File: src/rtl/mdu_pkg.sv
// Shared definitions for the MIPS54 multiply/divide unit: op encodings,
// FSM state type and iteration count.
package mdu_pkg;

  localparam int MDU_WIDTH = 32;
  localparam int MDU_ITER  = MDU_WIDTH;

  localparam logic [1:0] MDU_MULT  = 2'b00;
  localparam logic [1:0] MDU_MULTU = 2'b01;
  localparam logic [1:0] MDU_DIV   = 2'b10;
  localparam logic [1:0] MDU_DIVU  = 2'b11;

  typedef enum logic [2:0] {
    IDLE  = 3'd0,
    MUL   = 3'd1,
    DIV   = 3'd2,
    FIXUP = 3'd3,
    DONE  = 3'd4
  } mdu_state_e;

endpackage

File: src/rtl/mdu_step.sv
// One radix-2 iteration of the MDU datapath (combinational): shift-add
// multiply or restoring divide on the {acc_hi, acc_lo} accumulator pair.
module mdu_step #(
  parameter int WIDTH = 32
) (
  input  logic             div_mode,
  input  logic [WIDTH-1:0] acc_hi,
  input  logic [WIDTH-1:0] acc_lo,
  input  logic [WIDTH-1:0] opnd,
  output logic [WIDTH-1:0] acc_hi_nxt,
  output logic [WIDTH-1:0] acc_lo_nxt
);

  logic [WIDTH:0] sum;
  logic [WIDTH:0] shl;
  logic [WIDTH:0] diff;

  always_comb begin
    sum  = {1'b0, acc_hi} + (acc_lo[0] ? {1'b0, opnd} : '0);
    shl  = {acc_hi, acc_lo[WIDTH-1]};
    diff = shl - {1'b0, opnd};
    if (div_mode) begin
      // partial remainder stays below the divisor, so bit WIDTH of diff is the borrow
      if (!diff[WIDTH]) begin
        acc_hi_nxt = diff[WIDTH-1:0];
        acc_lo_nxt = {acc_lo[WIDTH-2:0], 1'b1};
      end else begin
        acc_hi_nxt = shl[WIDTH-1:0];
        acc_lo_nxt = {acc_lo[WIDTH-2:0], 1'b0};
      end
    end else begin
      acc_hi_nxt = sum[WIDTH:1];
      acc_lo_nxt = {sum[0], acc_lo[WIDTH-1:1]};
    end
  end

endmodule

File: src/rtl/mul_div_unit.sv
// Iterative MULT/MULTU/DIV/DIVU unit holding HI/LO. Define MDU_FAST_MUL_EN
// for a single-cycle multiply; divide always iterates.
// state | meaning
// IDLE  | waiting for start; MTHI/MTLO writes accepted
// MUL   | shift-add multiply step, one per cycle, WIDTH cycles
// DIV   | restoring divide step, one per cycle, WIDTH cycles
// FIXUP | sign correction, HI/LO written at end of cycle
// DONE  | done pulse; behaves like IDLE for start and writes
module mul_div_unit
  import mdu_pkg::*;
#(
  parameter int WIDTH = MDU_WIDTH
) (
  input  logic             clk,
  input  logic             reset,
  input  logic             start,
  input  logic [1:0]       op,
  input  logic [WIDTH-1:0] opr1,
  input  logic [WIDTH-1:0] opr2,
  input  logic             wr_hi,
  input  logic             wr_lo,
  input  logic [WIDTH-1:0] wdata,
  output logic             busy,
  output logic             done,
  output logic [WIDTH-1:0] hi,
  output logic [WIDTH-1:0] lo
);

  localparam int CW = $clog2(WIDTH);

  mdu_state_e       state_q, state_d;
  logic [CW-1:0]    cnt_q, cnt_d;
  logic [WIDTH-1:0] acc_hi_q, acc_hi_d, acc_lo_q, acc_lo_d;
  logic [WIDTH-1:0] opnd_q, opnd_d;
  logic [WIDTH-1:0] hi_q, hi_d, lo_q, lo_d;
  logic             neg_q, neg_d, rem_neg_q, rem_neg_d, is_div_q, is_div_d;

  logic             div_mode;
  logic [WIDTH-1:0] step_hi, step_lo;
  logic             signed_op, op_div, sign_a, sign_b;
  logic [WIDTH-1:0] mag_a, mag_b;
  logic [2*WIDTH-1:0] prod_fix;

`ifdef MDU_FAST_MUL_EN
  logic [2*WIDTH-1:0] fast_prod;
  assign fast_prod = {{WIDTH{1'b0}}, mag_a} * {{WIDTH{1'b0}}, mag_b};
`endif

  assign div_mode = (state_q == DIV);

  mdu_step #(.WIDTH(WIDTH)) u_step (
    .div_mode   (div_mode),
    .acc_hi     (acc_hi_q),
    .acc_lo     (acc_lo_q),
    .opnd       (opnd_q),
    .acc_hi_nxt (step_hi),
    .acc_lo_nxt (step_lo)
  );

  always_comb begin
    signed_op = (op == MDU_MULT) || (op == MDU_DIV);
    op_div    = (op == MDU_DIV) || (op == MDU_DIVU);
    sign_a    = signed_op & opr1[WIDTH-1];
    sign_b    = signed_op & opr2[WIDTH-1];
    mag_a     = sign_a ? -opr1 : opr1;
    mag_b     = sign_b ? -opr2 : opr2;
    prod_fix  = neg_q ? -{acc_hi_q, acc_lo_q} : {acc_hi_q, acc_lo_q};
  end

  always_comb begin
    state_d   = state_q;
    cnt_d     = cnt_q;
    acc_hi_d  = acc_hi_q;
    acc_lo_d  = acc_lo_q;
    opnd_d    = opnd_q;
    hi_d      = hi_q;
    lo_d      = lo_q;
    neg_d     = neg_q;
    rem_neg_d = rem_neg_q;
    is_div_d  = is_div_q;
    case (state_q)
      IDLE, DONE: begin
        if (start) begin
          cnt_d     = '0;
          opnd_d    = op_div ? mag_b : mag_a;
          acc_lo_d  = op_div ? mag_a : mag_b;
          acc_hi_d  = '0;
          is_div_d  = op_div;
          rem_neg_d = op_div & sign_a;
          // divide by zero keeps the all-ones quotient unnegated
          neg_d     = (sign_a ^ sign_b) & ~(op_div & (opr2 == '0));
          state_d   = op_div ? DIV : MUL;
`ifdef MDU_FAST_MUL_EN
          if (!op_div) begin
            {acc_hi_d, acc_lo_d} = fast_prod;
            state_d = FIXUP;
          end
`endif
        end else begin
          if (wr_hi) hi_d = wdata;
          if (wr_lo) lo_d = wdata;
          state_d = IDLE;
        end
      end
      MUL, DIV: begin
        acc_hi_d = step_hi;
        acc_lo_d = step_lo;
        cnt_d    = cnt_q + 1'b1;
        if (cnt_q == CW'(WIDTH - 1)) state_d = FIXUP;
      end
      FIXUP: begin
        if (is_div_q) begin
          lo_d = neg_q ? -acc_lo_q : acc_lo_q;
          hi_d = rem_neg_q ? -acc_hi_q : acc_hi_q;
        end else begin
          {hi_d, lo_d} = prod_fix;
        end
        cnt_d   = '0;
        state_d = DONE;
      end
      default: state_d = IDLE;
    endcase
  end

  always_ff @(posedge clk) begin
    if (reset) begin
      state_q   <= IDLE;
      cnt_q     <= '0;
      acc_hi_q  <= '0;
      acc_lo_q  <= '0;
      opnd_q    <= '0;
      hi_q      <= '0;
      lo_q      <= '0;
      neg_q     <= 1'b0;
      rem_neg_q <= 1'b0;
      is_div_q  <= 1'b0;
    end else begin
      state_q   <= state_d;
      cnt_q     <= cnt_d;
      acc_hi_q  <= acc_hi_d;
      acc_lo_q  <= acc_lo_d;
      opnd_q    <= opnd_d;
      hi_q      <= hi_d;
      lo_q      <= lo_d;
      neg_q     <= neg_d;
      rem_neg_q <= rem_neg_d;
      is_div_q  <= is_div_d;
    end
  end

  assign busy = (state_q == MUL) || (state_q == DIV) || (state_q == FIXUP);
  assign done = (state_q == DONE);
  assign hi   = hi_q;
  assign lo   = lo_q;

endmodule

File: config.mk
export PLATFORM = sky130hd
export DESIGN_NAME = mul_div_unit
export DESIGN_NICKNAME = d
export VERILOG_FILES = /design/src/rtl/mdu_pkg.sv /design/src/rtl/mdu_step.sv /design/src/rtl/mul_div_unit.sv
export SDC_FILE = /design/constraint.sdc
export NUM_CORES = 1
export LEC_CHECK = 0
export ABC_CLOCK_PERIOD_IN_PS = 10100
export BUFFER_PORTS_ARGS = -buffer_cell sky130_fd_sc_hd__buf_2
export CAP_MARGIN = 5
export CORE_MARGIN = 10
export CORE_UTILIZATION = 65
export DETAILED_ROUTE_END_ITERATION = 16
export PLACE_DENSITY_LB_ADDON = 0.08
export REMOVE_ABC_BUFFERS = 1
export SYNTH_ARGS = -nofsm -noshare
export SYNTH_HDL_FRONTEND = slang
export SYNTH_SLANG_ARGS = --single-unit
File: constraint.sdc
create_clock -name clk -period 10.1 [get_ports clk]
set_clock_uncertainty 0.15 [all_clocks]
set_input_delay 2.02 -clock clk [delete_from_list [all_inputs] [get_ports clk]]
set_output_delay 2.02 -clock clk [all_outputs]
set_load 0.02 [all_outputs]
==> impl_metrics.prom <==
# TYPE chip_impl_metric gauge
chip_impl_metric{name="tightestPinTransition",unit="ps"} 1110
chip_impl_metric{name="met3_length",unit="µm"} 4550
chip_impl_metric{name="floorplan.die_area",unit="µm²"} 28500
chip_impl_info{name="worst_setup_path_start_kind",value="register"} 1
chip_impl_info{name="status",value="complete, no violations"} 1
chip_impl_metric{name="clkTransAtPathRegs",unit="ps"} 70
chip_impl_metric{name="finalNonFillerCells",unit=""} 2297
chip_impl_metric{name="worst_case_vdd_ir_drop",unit="µV"} 123
chip_impl_metric{name="drt-initial-drc-count",unit=""} 1885
chip_impl_metric{name="placed_area",unit="µm²"} 15200
chip_impl_info{name="startpoint",value="acc_lo_q[31]$_SDFFE_PP0P_"} 1
chip_impl_metric{name="hpwlAfterDp",unit="µm"} 35900
chip_impl_metric{name="finish.net_count",unit=""} 2178
chip_impl_metric{name="number_of_pins_with_negative_max_slew_slack_in_the_final_report",unit=""} 0
chip_impl_info{name="worstSetupEndpointType",value="register"} 1
chip_impl_metric{name="grt_remaining_overflow",unit=""} 0
chip_impl_metric{name="clk_path_buf_depth",unit=""} 2
chip_impl_metric{name="avgViaCountPerCell",unit=""} 6.52
chip_impl_metric{name="period_minus_slack",unit="ps"} 4720
chip_impl_info{name="cts_tree",value="done"} 1
chip_impl_info{name="top_signal_layer_used",value="met4"} 1
chip_impl_metric{name="number_of_buffers_inserted_by_hold_repair_at_cts",unit=""} 0
chip_impl_metric{name="synth_enable_flop_cells",unit=""} 0
chip_impl_metric{name="areaGrowthSynthToFinish",unit="%"} 9.83
chip_impl_metric{name="cp.required",unit="ps"} 10290
chip_impl_metric{name="vertical_die_dimension",unit="µm"} 169
chip_impl_metric{name="post_cts.repair.setup_buffers",unit=""} 0
chip_impl_info{name="root_buffer",value="sky130_fd_sc_hd__clkbuf_16"} 1
chip_impl_metric{name="comb_power_share",unit="%"} 33.2
chip_impl_metric{name="postRouteAntennaNets",unit=""} 0
chip_impl_metric{name="wl_met2",unit="µm"} 20300
chip_impl_metric{name="syn_inst",unit=""} 1937
chip_impl_info{name="holdCritStartpoint",value="opnd_q[28]$_SDFFE_PP0P_"} 1
chip_impl_metric{name="initial_util",unit="%"} 65.9
chip_impl_metric{name="maxCapViolations",unit=""} 0
chip_impl_metric{name="net-switching-power",unit="mW"} 0.874
chip_impl_info{name="r2r_startpoint",value="acc_lo_q[31]$_SDFFE_PP0P_"} 1
chip_impl_metric{name="via_count_of_the_first_global_routing_pass",unit=""} 13751
chip_impl_metric{name="floorplan.io_pins",unit=""} 169
chip_impl_info{name="worstHoldPathType",value="reg -> reg"} 1
chip_impl_metric{name="post_route_cells_drive_above_1_share",unit="%"} 12.4
chip_impl_metric{name="core_region_area",unit="µm²"} 21800
chip_impl_metric{name="numPlacedInstances",unit=""} 2264
chip_impl_metric{name="synth-seq-cells",unit=""} 171
chip_impl_metric{name="postSynthAreaPerCell",unit="µm²"} 7.43
chip_impl_metric{name="fmaxAchievable",unit="MHz"} 212
chip_impl_metric{name="clkSinkCount",unit=""} 171
chip_impl_metric{name="grt_antenna_before_repair",unit=""} 0
chip_impl_metric{name="cts-resized-gates",unit=""} 0
chip_impl_metric{name="relSlewSlack",unit="%"} 25.9
chip_impl_metric{name="cts_inserted_buffers",unit=""} 17
chip_impl_metric{name="chipWidth",unit="µm"} 169
chip_impl_metric{name="grt_first_pass_wirelength",unit="µm"} 73700
chip_impl_metric{name="routed_wl",unit="µm"} 46900
chip_impl_metric{name="std_cell_rows",unit=""} 54
chip_impl_metric{name="grt_start_max_net_pins",unit=""} 101
chip_impl_metric{name="p_clk_share",unit="%"} 30.8
chip_impl_metric{name="latest_clock_arrival_within_the_worst_skew_pair",unit="ps"} 450
chip_impl_info{name="rsz0062_at_grt",value="false"} 1
chip_impl_info{name="postSynth.topFlopCell",value="sky130_fd_sc_hd__dfxtp_1"} 1
chip_impl_metric{name="synth_cell_type_count",unit=""} 70
chip_impl_metric{name="synth-warning-count",unit=""} 0
chip_impl_metric{name="total_power",unit="mW"} 2.22
chip_impl_metric{name="power.share.switching",unit="%"} 39.3
chip_impl_metric{name="power_density",unit="nW/µm²"} 141
chip_impl_metric{name="cp_max_fo",unit=""} 43
chip_impl_metric{name="wire_per_inst",unit="µm"} 20.4
chip_impl_metric{name="setup_total_neg_slack",unit="ps"} 0
chip_impl_metric{name="timing.final.crit_share",unit="%"} 46.7
chip_impl_metric{name="seq_pwr_share",unit="%"} 36.1
chip_impl_metric{name="async_flop_share",unit="%"} 0
chip_impl_metric{name="final_design_area_no_fill",unit="µm²"} 15800
chip_impl_metric{name="via_count",unit=""} 14977
chip_impl_metric{name="grt_usage",unit="%"} 31.6
chip_impl_metric{name="timing.critical_path.arrival",unit="ps"} 4910
chip_impl_metric{name="met1_length",unit="µm"} 19800
chip_impl_metric{name="synth.yosys.seq_area_share",unit="%"} 23.8
chip_impl_metric{name="port-buffer-count",unit=""} 168
chip_impl_metric{name="cell_internal_pwr",unit="mW"} 1.35
chip_impl_info{name="timing_worst_setup_path_type",value="reg -> reg"} 1
chip_impl_metric{name="setup_violations",unit=""} 0
chip_impl_metric{name="drcViolationCount",unit=""} 0
chip_impl_metric{name="finalHoldViolCount",unit=""} 0
chip_impl_metric{name="p_leak",unit="nW"} 6.70
chip_impl_metric{name="clock_tree.htree_level_count",unit=""} 4
chip_impl_metric{name="detail_route.first_pass.iterations",unit=""} 6
chip_impl_metric{name="netlist_area",unit="µm²"} 14400
chip_impl_metric{name="gp_routability_congestion",unit=""} 1.02
-- synthesized netlist by cell type, drive strengths merged, types with 69 or more instances --
library cell	count	share of area, %
o21ai	100	3.5
clkbuf	102	2.7
nor2	231	6.0
dfxtp	171	24
mux2i	88	6.1
a211oi	92	4.8
ha	70	6.1
nand2	209	5.5
xnor2	98	6.0
inv	69	1.8
a21oi	164	5.7
xor2	71	4.3
-- metal layers --
| metal | GRT usage (%) | vias to the layer above |
|---|---|---|
| met2 | 47.7 | 758 |
| met3 | 6.21 | 118 |
| met4 | 15.8 | 0 |
| li1 | - | 7143 |
| met1 | 41.9 | 6958 |
| met5 | 0 | - |
-- layout make-up --
type | instances | area [µm²]
sequential | 171 | 3420
clock inverter | 15 | 191
multi-input combinational | 1562 | 10200
fill | 1856 | 6030
antenna | 1 | 2.50
tap | 280 | 350
clock buffer | 17 | 425
timing repair buffer | 182 | 948
inverter | 69 | 259
-- stage by stage --
step           hold WS, ps  setup WS [ps]  util (%)
2_1_floorplan          276           5000         -
3_3_place_gp           291           5120      69.6
3_5_place_dp           293           5140      69.6
4_1_cts                304           5480      72.4
5_1_grt                323           5130      72.4
6_report               302           5380      72.4
-- power groups by stage --
stage / sequential, mW / clock, mW / combinational, mW
floorplan: 0.809 / 0 / 0.491
global placement: 0.810 / 0 / 0.713
detailed placement: 0.813 / 0 / 0.723
CTS: 0.798 / 0.688 / 0.727
global route: 0.808 / 0.712 / 0.808
finish: 0.802 / 0.685 / 0.738
-- critical path: stages, from the launching register on --
cell and delay (ps):
sky130_fd_sc_hd__dfxtp_1 500, sky130_fd_sc_hd__inv_1 150, sky130_fd_sc_hd__ha_1 260, sky130_fd_sc_hd__fa_1 400, sky130_fd_sc_hd__nand2b_1 200, sky130_fd_sc_hd__a21oi_1 280, sky130_fd_sc_hd__o21a_1 210, sky130_fd_sc_hd__o21ai_0 130
sky130_fd_sc_hd__a21oi_1 370, sky130_fd_sc_hd__mux2i_1 260, sky130_fd_sc_hd__and2_2 920, sky130_fd_sc_hd__mux2_2 430, sky130_fd_sc_hd__a221o_1 320
-- sequential cells by signal (all words and copies together), names as in the netlist --
register   count
is_div_q       1
opnd_q        32
hi            32
cnt_q          5
lo            32
rem_neg_q      1
state_q        3
acc_lo_q      32
acc_hi_q      32
neg_q          1
-- path summary, 6_finish.rpt --
path / cells past startpoint / end / slack [ps]
max: 12 / acc_hi_q[16]$_SDFFE_PP0P_ / 5380
min reg2reg: 2 / opnd_q[28]$_SDFFE_PP0P_ / 300
max reg2reg: 12 / acc_hi_q[16]$_SDFFE_PP0P_ / 5380
min: 2 / opnd_q[28]$_SDFFE_PP0P_ / 300
-- kinds of logic (layout without fill, tap and decap cells) --
family	count (synthesis)	after routing	share of synthesized area (%)
adder cells (fa/ha/maj)	72	72	6.37
AND/OR/NAND/NOR	622	622	19.5
multiplexers	92	92	6.44
other	0	1	0
XOR/XNOR	169	169	10.3
flip-flops	171	171	23.8
AO/OA/AOI/OAI	607	607	28.1
buffers and inverters	204	283	5.50
-- layout by cell type, fill, tap and decap left out, drive strengths merged, types with 18 or more instances in the layout --
master  netlist  final
xnor2        98     98
nor2        231    231
a21o         42     42
o211ai       37     37
mux2i        88     88
nand2b       18     18
o21ai       100    100
a21oi       164    164
a211oi       92     92
dfxtp       171    171
nand2       209    209
a311oi       18     18
a22oi        18     18
ha           70     70
inv          69     77
o31ai        25     25
buf          33    182
nor3         36     36
nand3        20     20
xor2         71     71
nor4         18     18
No activity file was read; power rests on OpenSTA's default activity.
